File: src/rtl/ibex_fetch_unit.sv
// Instruction-fetch stage: redirect address generation, request/grant/rvalid bus
// handling with stale-response discard, a small response FIFO and the ID register.
module ibex_fetch_unit #(
    parameter int          FIFO_DEPTH   = 2,
    parameter logic [31:0] DM_HALT_ADDR = 32'h1A110800,
    parameter logic [31:0] DM_EXC_ADDR  = 32'h1A110808
) (
    input  logic        clk_i,
    input  logic        rst_ni,
    input  logic        req_i,
    input  logic        pc_set_i,
    input  logic [2:0]  pc_mux_i,
    input  logic [1:0]  exc_pc_mux_i,
    input  logic [5:0]  exc_cause_i,
    input  logic [31:0] boot_addr_i,
    input  logic [31:0] jump_target_i,
    input  logic [31:0] csr_mtvec_i,
    input  logic [31:0] csr_mepc_i,
    input  logic [31:0] csr_depc_i,
    output logic        instr_req_o,
    output logic [31:0] instr_addr_o,
    input  logic        instr_gnt_i,
    input  logic        instr_rvalid_i,
    input  logic [31:0] instr_rdata_i,
    input  logic        instr_err_i,
    input  logic        id_in_ready_i,
    input  logic        instr_valid_clear_i,
    output logic        instr_valid_id_o,
    output logic [31:0] instr_rdata_id_o,
    output logic [31:0] pc_id_o,
    output logic        instr_fetch_err_o,
    output logic        if_busy_o
);
    localparam int CNT_W = $clog2(FIFO_DEPTH + 1);

    typedef enum logic [2:0] {PC_BOOT, PC_JUMP, PC_EXC, PC_ERET, PC_DRET} pc_sel_e;
    typedef enum logic [1:0] {EXC_PC_EXC, EXC_PC_IRQ, EXC_PC_DBD, EXC_PC_DBG_EXC} exc_pc_sel_e;

    typedef struct packed {
        logic [31:0] rdata;
        logic        err;
        logic [31:0] pc;
    } entry_t;

    logic [31:0]      fetch_addr_q, resp_addr_q;
    logic [31:0]      target_raw, target;
    logic [CNT_W-1:0] outstanding_q, discard_q, fifo_cnt_q, wr_idx;
    logic             err_stop_q;
    entry_t           fifo_q [FIFO_DEPTH];
    entry_t           resp_entry, id_entry, id_q;
    logic             id_valid_q;
    logic             req_gnt, rvalid_live, drop, accept, bypass, push, pop, id_load, fifo_empty;
    logic             unused_bits;

    assign unused_bits = ^{exc_cause_i[5], csr_mtvec_i[7:0]};

    always_comb begin
        target_raw = boot_addr_i + 32'h80;
        case (pc_sel_e'(pc_mux_i))
            PC_JUMP: target_raw = jump_target_i;
            PC_ERET: target_raw = csr_mepc_i;
            PC_DRET: target_raw = csr_depc_i;
            PC_EXC: begin
                case (exc_pc_sel_e'(exc_pc_mux_i))
                    EXC_PC_EXC: target_raw = {csr_mtvec_i[31:8], 8'h00};
                    EXC_PC_IRQ: target_raw = {csr_mtvec_i[31:8], 1'b0, exc_cause_i[4:0], 2'b00};
                    EXC_PC_DBD: target_raw = DM_HALT_ADDR;
                    default:    target_raw = DM_EXC_ADDR;
                endcase
            end
            default: target_raw = boot_addr_i + 32'h80;
        endcase
        target = target_raw & ~32'h3;
    end

    // Outstanding plus buffered never exceeds the FIFO, so every accepted response has a slot.
    assign instr_req_o  = req_i & ~pc_set_i & ~err_stop_q &
                          (({1'b0, outstanding_q} + {1'b0, fifo_cnt_q}) < (CNT_W + 1)'(FIFO_DEPTH));
    assign instr_addr_o = fetch_addr_q;
    assign if_busy_o    = instr_req_o | (outstanding_q != '0);

    // Responses with nothing outstanding (e.g. left over from before reset) are ignored.
    assign req_gnt     = instr_req_o & instr_gnt_i;
    assign rvalid_live = instr_rvalid_i & (outstanding_q != '0);
    assign drop        = rvalid_live & (discard_q != '0);
    assign accept      = rvalid_live & (discard_q == '0);
    assign resp_entry  = '{rdata: instr_rdata_i, err: instr_err_i, pc: resp_addr_q};

    assign fifo_empty = (fifo_cnt_q == '0);
    assign pop        = ~pc_set_i & id_in_ready_i & ~fifo_empty;
    assign bypass     = ~pc_set_i & id_in_ready_i & fifo_empty & accept;
    assign push       = ~pc_set_i & accept & ~bypass;
    assign id_load    = pop | bypass;
    assign id_entry   = fifo_empty ? resp_entry : fifo_q[0];
    assign wr_idx     = fifo_cnt_q - CNT_W'(pop);

    always_ff @(posedge clk_i) begin
        if (!rst_ni) begin
            fetch_addr_q  <= '0;
            resp_addr_q   <= '0;
            outstanding_q <= '0;
            discard_q     <= '0;
            fifo_cnt_q    <= '0;
            err_stop_q    <= 1'b0;
            id_valid_q    <= 1'b0;
            id_q          <= '0;
        end else begin
            outstanding_q <= outstanding_q + CNT_W'(req_gnt) - CNT_W'(rvalid_live);
            if (pc_set_i) begin
                fetch_addr_q <= target;
                resp_addr_q  <= target;
                discard_q    <= outstanding_q - CNT_W'(rvalid_live);
                fifo_cnt_q   <= '0;
                err_stop_q   <= 1'b0;
                id_valid_q   <= 1'b0;
            end else begin
                if (req_gnt) fetch_addr_q <= fetch_addr_q + 32'd4;
                if (accept)  resp_addr_q  <= resp_addr_q + 32'd4;
                if (drop)    discard_q    <= discard_q - CNT_W'(1);
                if (accept && instr_err_i) err_stop_q <= 1'b1;
                fifo_cnt_q <= fifo_cnt_q + CNT_W'(push) - CNT_W'(pop);
                if (id_load) begin
                    id_valid_q <= 1'b1;
                    id_q       <= id_entry;
                end else if (instr_valid_clear_i) begin
                    id_valid_q <= 1'b0;
                end
            end
        end
    end

    // Shift-register FIFO: head is always entry 0.
    always_ff @(posedge clk_i) begin
        for (int i = 0; i < FIFO_DEPTH; i++) begin
            if (push && wr_idx == CNT_W'(i)) begin
                fifo_q[i] <= resp_entry;
            end else if (pop && i < FIFO_DEPTH - 1) begin
                fifo_q[i] <= fifo_q[(i + 1) % FIFO_DEPTH];
            end
        end
    end

    assign instr_valid_id_o  = id_valid_q;
    assign instr_rdata_id_o  = id_q.rdata;
    assign pc_id_o           = id_q.pc;
    assign instr_fetch_err_o = id_q.err;

endmodule

File: config.mk
export PLATFORM = sky130hd
export DESIGN_NAME = ibex_fetch_unit
export DESIGN_NICKNAME = d
export VERILOG_FILES = /design/src/rtl/ibex_fetch_unit.sv
export SDC_FILE = /design/constraint.sdc
export NUM_CORES = 1
export LEC_CHECK = 0
export BUFFER_PORTS_ARGS = -buffer_cell sky130_fd_sc_hd__buf_2
export CORE_MARGIN = 2
export CORE_UTILIZATION = 54
export DETAILED_ROUTE_END_ITERATION = 10
export HOLD_SLACK_MARGIN = 0.12
export PLACE_DENSITY = 0.8
export SYNTH_ARGS = -nofsm -noshare
export SYNTH_HDL_FRONTEND = slang
export SYNTH_SLANG_ARGS = --single-unit
File: constraint.sdc
create_clock -name clk_i -period 8.5 [get_ports clk_i]
set_input_delay 1.7 -clock clk_i [delete_from_list [all_inputs] [get_ports clk_i]]
set_output_delay 1.7 -clock clk_i [all_outputs]
set_load 0.005 [all_outputs]
# After elaboration in Yosys (flattened, before gate mapping)
# Memories as Yosys holds them, arrays and structs flattened.
# Cells that the tools add are included.
[op_classes]
n_addsub = 11
order_cmp = 1
eq_ne = 7
muxes = 19
n_bitwise = 21
n_reduce_logical = 15
[ops]
columns = ["cell", "n"]
rows = [
  ["$mux W65", 2],
  ["$mux W32", 4],
  ["$pmux W32 S4", 1],
  ["$pmux W32 S3", 1],
  ["$add A32 B3 Y32 const B", 2],
  ["$add A32 B8 Y32 const B", 1],
  ["$and A1 B1 Y1", 13],
  ["$reduce_bool A2 Y1", 6],
  ["$mux W1", 9],
  ["$logic_not A2 Y1", 4],
  ["$sub A2 B1 Y2", 4],
  ["$eq A3 B2 Y1 const B", 2],
  ["$not A1 Y1", 5],
  ["$add A2 B1 Y2", 2],
  ["$eq A2 B1 Y1 const B", 2],
  ["$mux W2", 2],
  ["$add A2 B2 Y3", 1],
  ["$eq A3 B1 Y1 const B", 1],
  ["$eq A3 B3 Y1 const B", 1],
  ["$logic_and A1 B1 Y1", 3],
  ["$lt A3 B2 Y1 const B", 1],
  ["$or A1 B1 Y1", 3],
  ["$eq A2 B2 Y1 const B", 1],
  ["$reduce_and A2 Y1", 1],
  ["other kinds (2)", 2],
]
[word_totals]
register_bits = 137
ram_bits = 130
inputBits = 212
out_inout_bits = 100
word_cells = 87
memories = 1
[memory_table]
columns = ["name", "depth", "word_bits", "read_ports", "rd_clocked_by_memory_dff", "wr", "line_no", "text"]
rows = [
  ["fifo_q", 2, 65, 2, 0, 2, "49", "entry_t fifo_q [FIFO_DEPTH];"],
]

# Logic depth before layout (Yosys ltp)
[depth]
ltp_word = 10
mapped_depth = 13
depth_no_buf = 11

# Least setup slack after synthesis
# Ideal clock, no wire load.
[synth_path]
kind = "input to register"
start = "in pc_set_i"
end = "mem fifo_q[0][10] in the netlist's numbering, enable pin"
setup_time_ns = 0.571
t_arrival_ns = 6.262
required_time_ns = 7.929
path_slack_ns = 1.667
path_stages = 3
path_buffers = 0
cell_sequence = "inv_1 -> nand2_1 -> o21ai_0"
[synth_lines]
columns = ["item", "line_no", "text"]
rows = [
  ["from (decl)", "11", "input logic pc_set_i,"],
  ["to (decl)", "49", ""],
]

# Final worst setup path
[layout_path]
start = "in pc_set_i"
end = "out if_busy_o"
[layout_between]
elab_chain_cells = 5
[layout_rtl]
columns = ["item", "line_no", "text"]
rows = [
  ["$not A1 Y1 (no line)", "--", ""],
  ["$and A1 B1 Y1 (3 in a row)", "77", "assign instr_req_o = req_i & ~pc_set_i & ~err_stop_q &"],
  ["$or A1 B1 Y1", "80", "assign if_busy_o = instr_req_o | (outstanding_q != '0);"],
  ["to (decl)", "32", "output logic if_busy_o"],
]
# No other way between the ends.

==> qor.txt <==
residual DRC count: 0
Resized cells post-CTS: 0
clock sinks: 257
status: finished, final reports clean
post-synthesis register bit count: 257
Placed Cells incl. Taps: 1824
die height: 159 um
crit path kind: input port to output pin
area growth from synthesis to layout: 18.2%
Period minus WS final: 4.87 ns
post-CTS setup repair buffer count: 0
hpwl dp: 26300 um
r2r worst-path depth: 12
final max-slew violation count: 0
Internal: 2.17 mW
fin crit share: 0.572
vias in the first global route: 10860
fillers: 1880
CTS tree: built
Core ar.: 23500 um2
Worst Hold Class: register to register
Critical Path Fanout Max: 51
FF-to-FF Start: outstanding_q[0]$_SDFF_PN0_
Worst Hold Path EP: instr_valid_id_o$_SDFFE_PP0P_
Syn Area/Cell: 10.0 um2
Post-synth EDFFs: 126
Gate power share: 0.157
Vias/cell: 6.20
post-synthesis cell count: 1299
area share of the largest cell type after synthesis: 0.291
area of the mapped netlist: 13000 um2
Final Hold Fails: 0
Sequential Power Share: 0.491
CTS H-tree depth: 1
crit path DAT: 3.17 ns
cts hold-fix bufs: 0
Synth area leader: edfxtp_1
DR vias: 11579
Die ar.: 25300 um2
worst hold path cell count: 2
GRT Util Overall: 0.285
leakage: 5.80 nW
Ports: 312
power per cell area: 193 nW/um2
Num CTS Buffers: 25
Starting Density: 0.552
Die Wd: 159 um
Wirelength per Cell: 20.3 um
nets: 1754
reg2reg end: outstanding_q[1]$_SDFF_PN0_
largest net degree at the start of global routing: 102
post-synthesis sequential area ratio: 0.493
initial antenna violation count: 0
worst-skew pair later-pin latency: 0.52 ns
Post-Route WL: 38000 um
ANT nets after route: 0
initial DRC count: 1233
setup TNS: 0 ns
worst slew pin tran: 1.19 ns
number of port buffers: 290
first-pass GRT wire length: 59000 um
Clock Skews: 0.0120 ns
min-delay src: instr_valid_id_o$_SDFFE_PP0P_
synth unique cells: 70
Max-Cap Viols: 0
routability cong.: 0.929
synth top area cells: edfxtp_1 29%, dfxtp_1 20%, mux2_2 6.1%
fmax: 206 MHz
RSZ-0062 raised after global routing: no
Row Count: 56
Peak supply drop: 0.146 mV
warnings from Yosys: 0
clock root buffer: clkbuf_16
1st-pass router iterations: 6
Final setup viols: 0
CP Capture Type: output pin
# diodes: 0
CP startpoint kind: input port
sw frac: 0.268
asr flop ratio synth: 0
Main synth FF type: dfxtp_1
gr ovfl total: 0
post-route insts no fill: 1869
CTS Buffer Depth: 3
Worst EP required: 6.80 ns
r2r setup slk: 5.18 ns
relative slew slack: 0.202
clock share of power: 0.353
layout cell share with drive strength beyond 1: 0.279
CTS clk-pin slew, worst paths: 0.06 ns
Sw Pwr: 793 uW
[area by class of cell]
type                    count  area [um2]  share of cell area
clock buffers              34         679              0.0443
clock inverters            11        81.3             0.00530
multi-input cells         916        6110               0.398
well taps                 319         399              0.0260
inverters                  26        97.6             0.00636
flip-flops and latches    257        6410               0.417
repair buffers            306        1570               0.102
[Yosys cell counts, drive strengths merged, types with 6 or more instances]
| library cell | instances |
|---|---|
| and3 | 10 |
| nand2b | 11 |
| o31ai | 6 |
| a311oi | 64 |
| a211oi | 12 |
| a21oi | 48 |
| and4 | 11 |
| and2 | 9 |
| nor2b | 7 |
| a221oi | 6 |
| xnor2 | 27 |
| a221o | 8 |
| xor2 | 19 |
| nor2 | 116 |
| a21boi | 9 |
| nand4 | 35 |
| o21a | 7 |
| o211a | 6 |
| dfxtp | 131 |
| o21ai | 105 |
| nor3 | 27 |
| nand3 | 32 |
| mux2 | 70 |
| a31oi | 12 |
| mux2i | 23 |
| edfxtp | 126 |
| o211ai | 8 |
| or3 | 10 |
| o31a | 7 |
| clkbuf | 75 |
| buf | 28 |
| nand2 | 107 |
| inv | 26 |
| nor4 | 18 |
| o2111a | 6 |
| ha | 9 |
[registers in the layout (all words and copies together) (netlist names)]
signal             count
fifo_q               126
instr_rdata_id_o      32
instr_addr_o          30
pc_id_o               30
resp_addr_q           30
discard_q              2
fifo_cnt_q             2
outstanding_q          2
err_stop_q             1
instr_fetch_err_o      1
instr_valid_id_o       1
[layout by cell type (no fill, tap or decap), types with 12 or more instances in the layout]
master	n
nor4_1	18
nand4_1	34
a311oi_1	64
a31oi_1	12
xor2_1	19
nand2_1	107
nor3_1	26
nand3_1	32
a21oi_1	47
buf_4	16
inv_1	25
mux2_2	70
edfxtp_1	126
clkbuf_16	25
buf_2	290
nor2_1	114
xnor2_1	27
dfxtp_1	129
a211oi_1	12
o21ai_0	104
mux2i_1	23
[power groups by stage]
stage          Clock (mW)  Combinational [mW]  Sequential (mW)
3_5_place_dp            0               0.458             1.48
2_1_floorplan           0               0.284             1.46
5_1_grt              1.11               0.508             1.46
4_1_cts              1.05               0.463             1.45
3_3_place_gp            0               0.448             1.47
6_report             1.04               0.464             1.45
[stage by stage]
stage	utilization	power (mW)	area, um2	hold slack (ns)	setup WS [ns]
finish	0.652	2.96	15400	0.491	3.63
CTS	0.652	2.97	15400	0.488	3.64
global placement	0.620	1.92	14600	0.467	3.28
global route	0.652	3.07	15400	0.509	3.51
detailed placement	0.620	1.93	14600	0.473	3.22
floorplan	-	1.74	13000	0.403	1.67
[metal layers]
layer | GRT usage | wire length [um] | vias up
met5 | 0 | 0 | -
met4 | 0.105 | 1450 | 0
met3 | 0.0386 | 2890 | 103
met2 | 0.499 | 18600 | 609
met1 | 0.359 | 15000 | 5468
li1 | - | - | 5399
[logic make-up after synthesis]
logic type | count (synthesis) | synth area share
AO/OA/AOI/OAI | 356 | 0.192
other | 1 | 0.000289
adder cells (fa/ha/maj) | 10 | 0.0102
AND/OR/NAND/NOR | 407 | 0.155
XOR/XNOR | 46 | 0.0310
flip-flops | 257 | 0.493
multiplexers | 93 | 0.0784
buffers and inverters | 129 | 0.0403
[worst max-delay path, stage by stage]
cell	delay, ns
buf_2	0.07
buf_4	0.47
nand2b_1	0.29
nor2_1	0.13
or3_1	0.32
buf_2	0.13
[worst max-delay path by stage]
stage | from | end | slack [ns] | cells past startpoint
floorplan | pc_set_i | fifo_q[0][10]$_DFFE_PP_ | 1.67 | 3
global placement | pc_set_i | fifo_q[0][55]$_DFFE_PP_ | 3.28 | 11
detailed placement | pc_set_i | fifo_q[0][51]$_DFFE_PP_ | 3.22 | 11
CTS | pc_set_i | if_busy_o | 3.64 | 6
global route | pc_set_i | fifo_q[0][51]$_DFFE_PP_ | 3.51 | 12
finish | pc_set_i | if_busy_o | 3.63 | 6
Note: power is estimated with default switching activity, not from simulation.
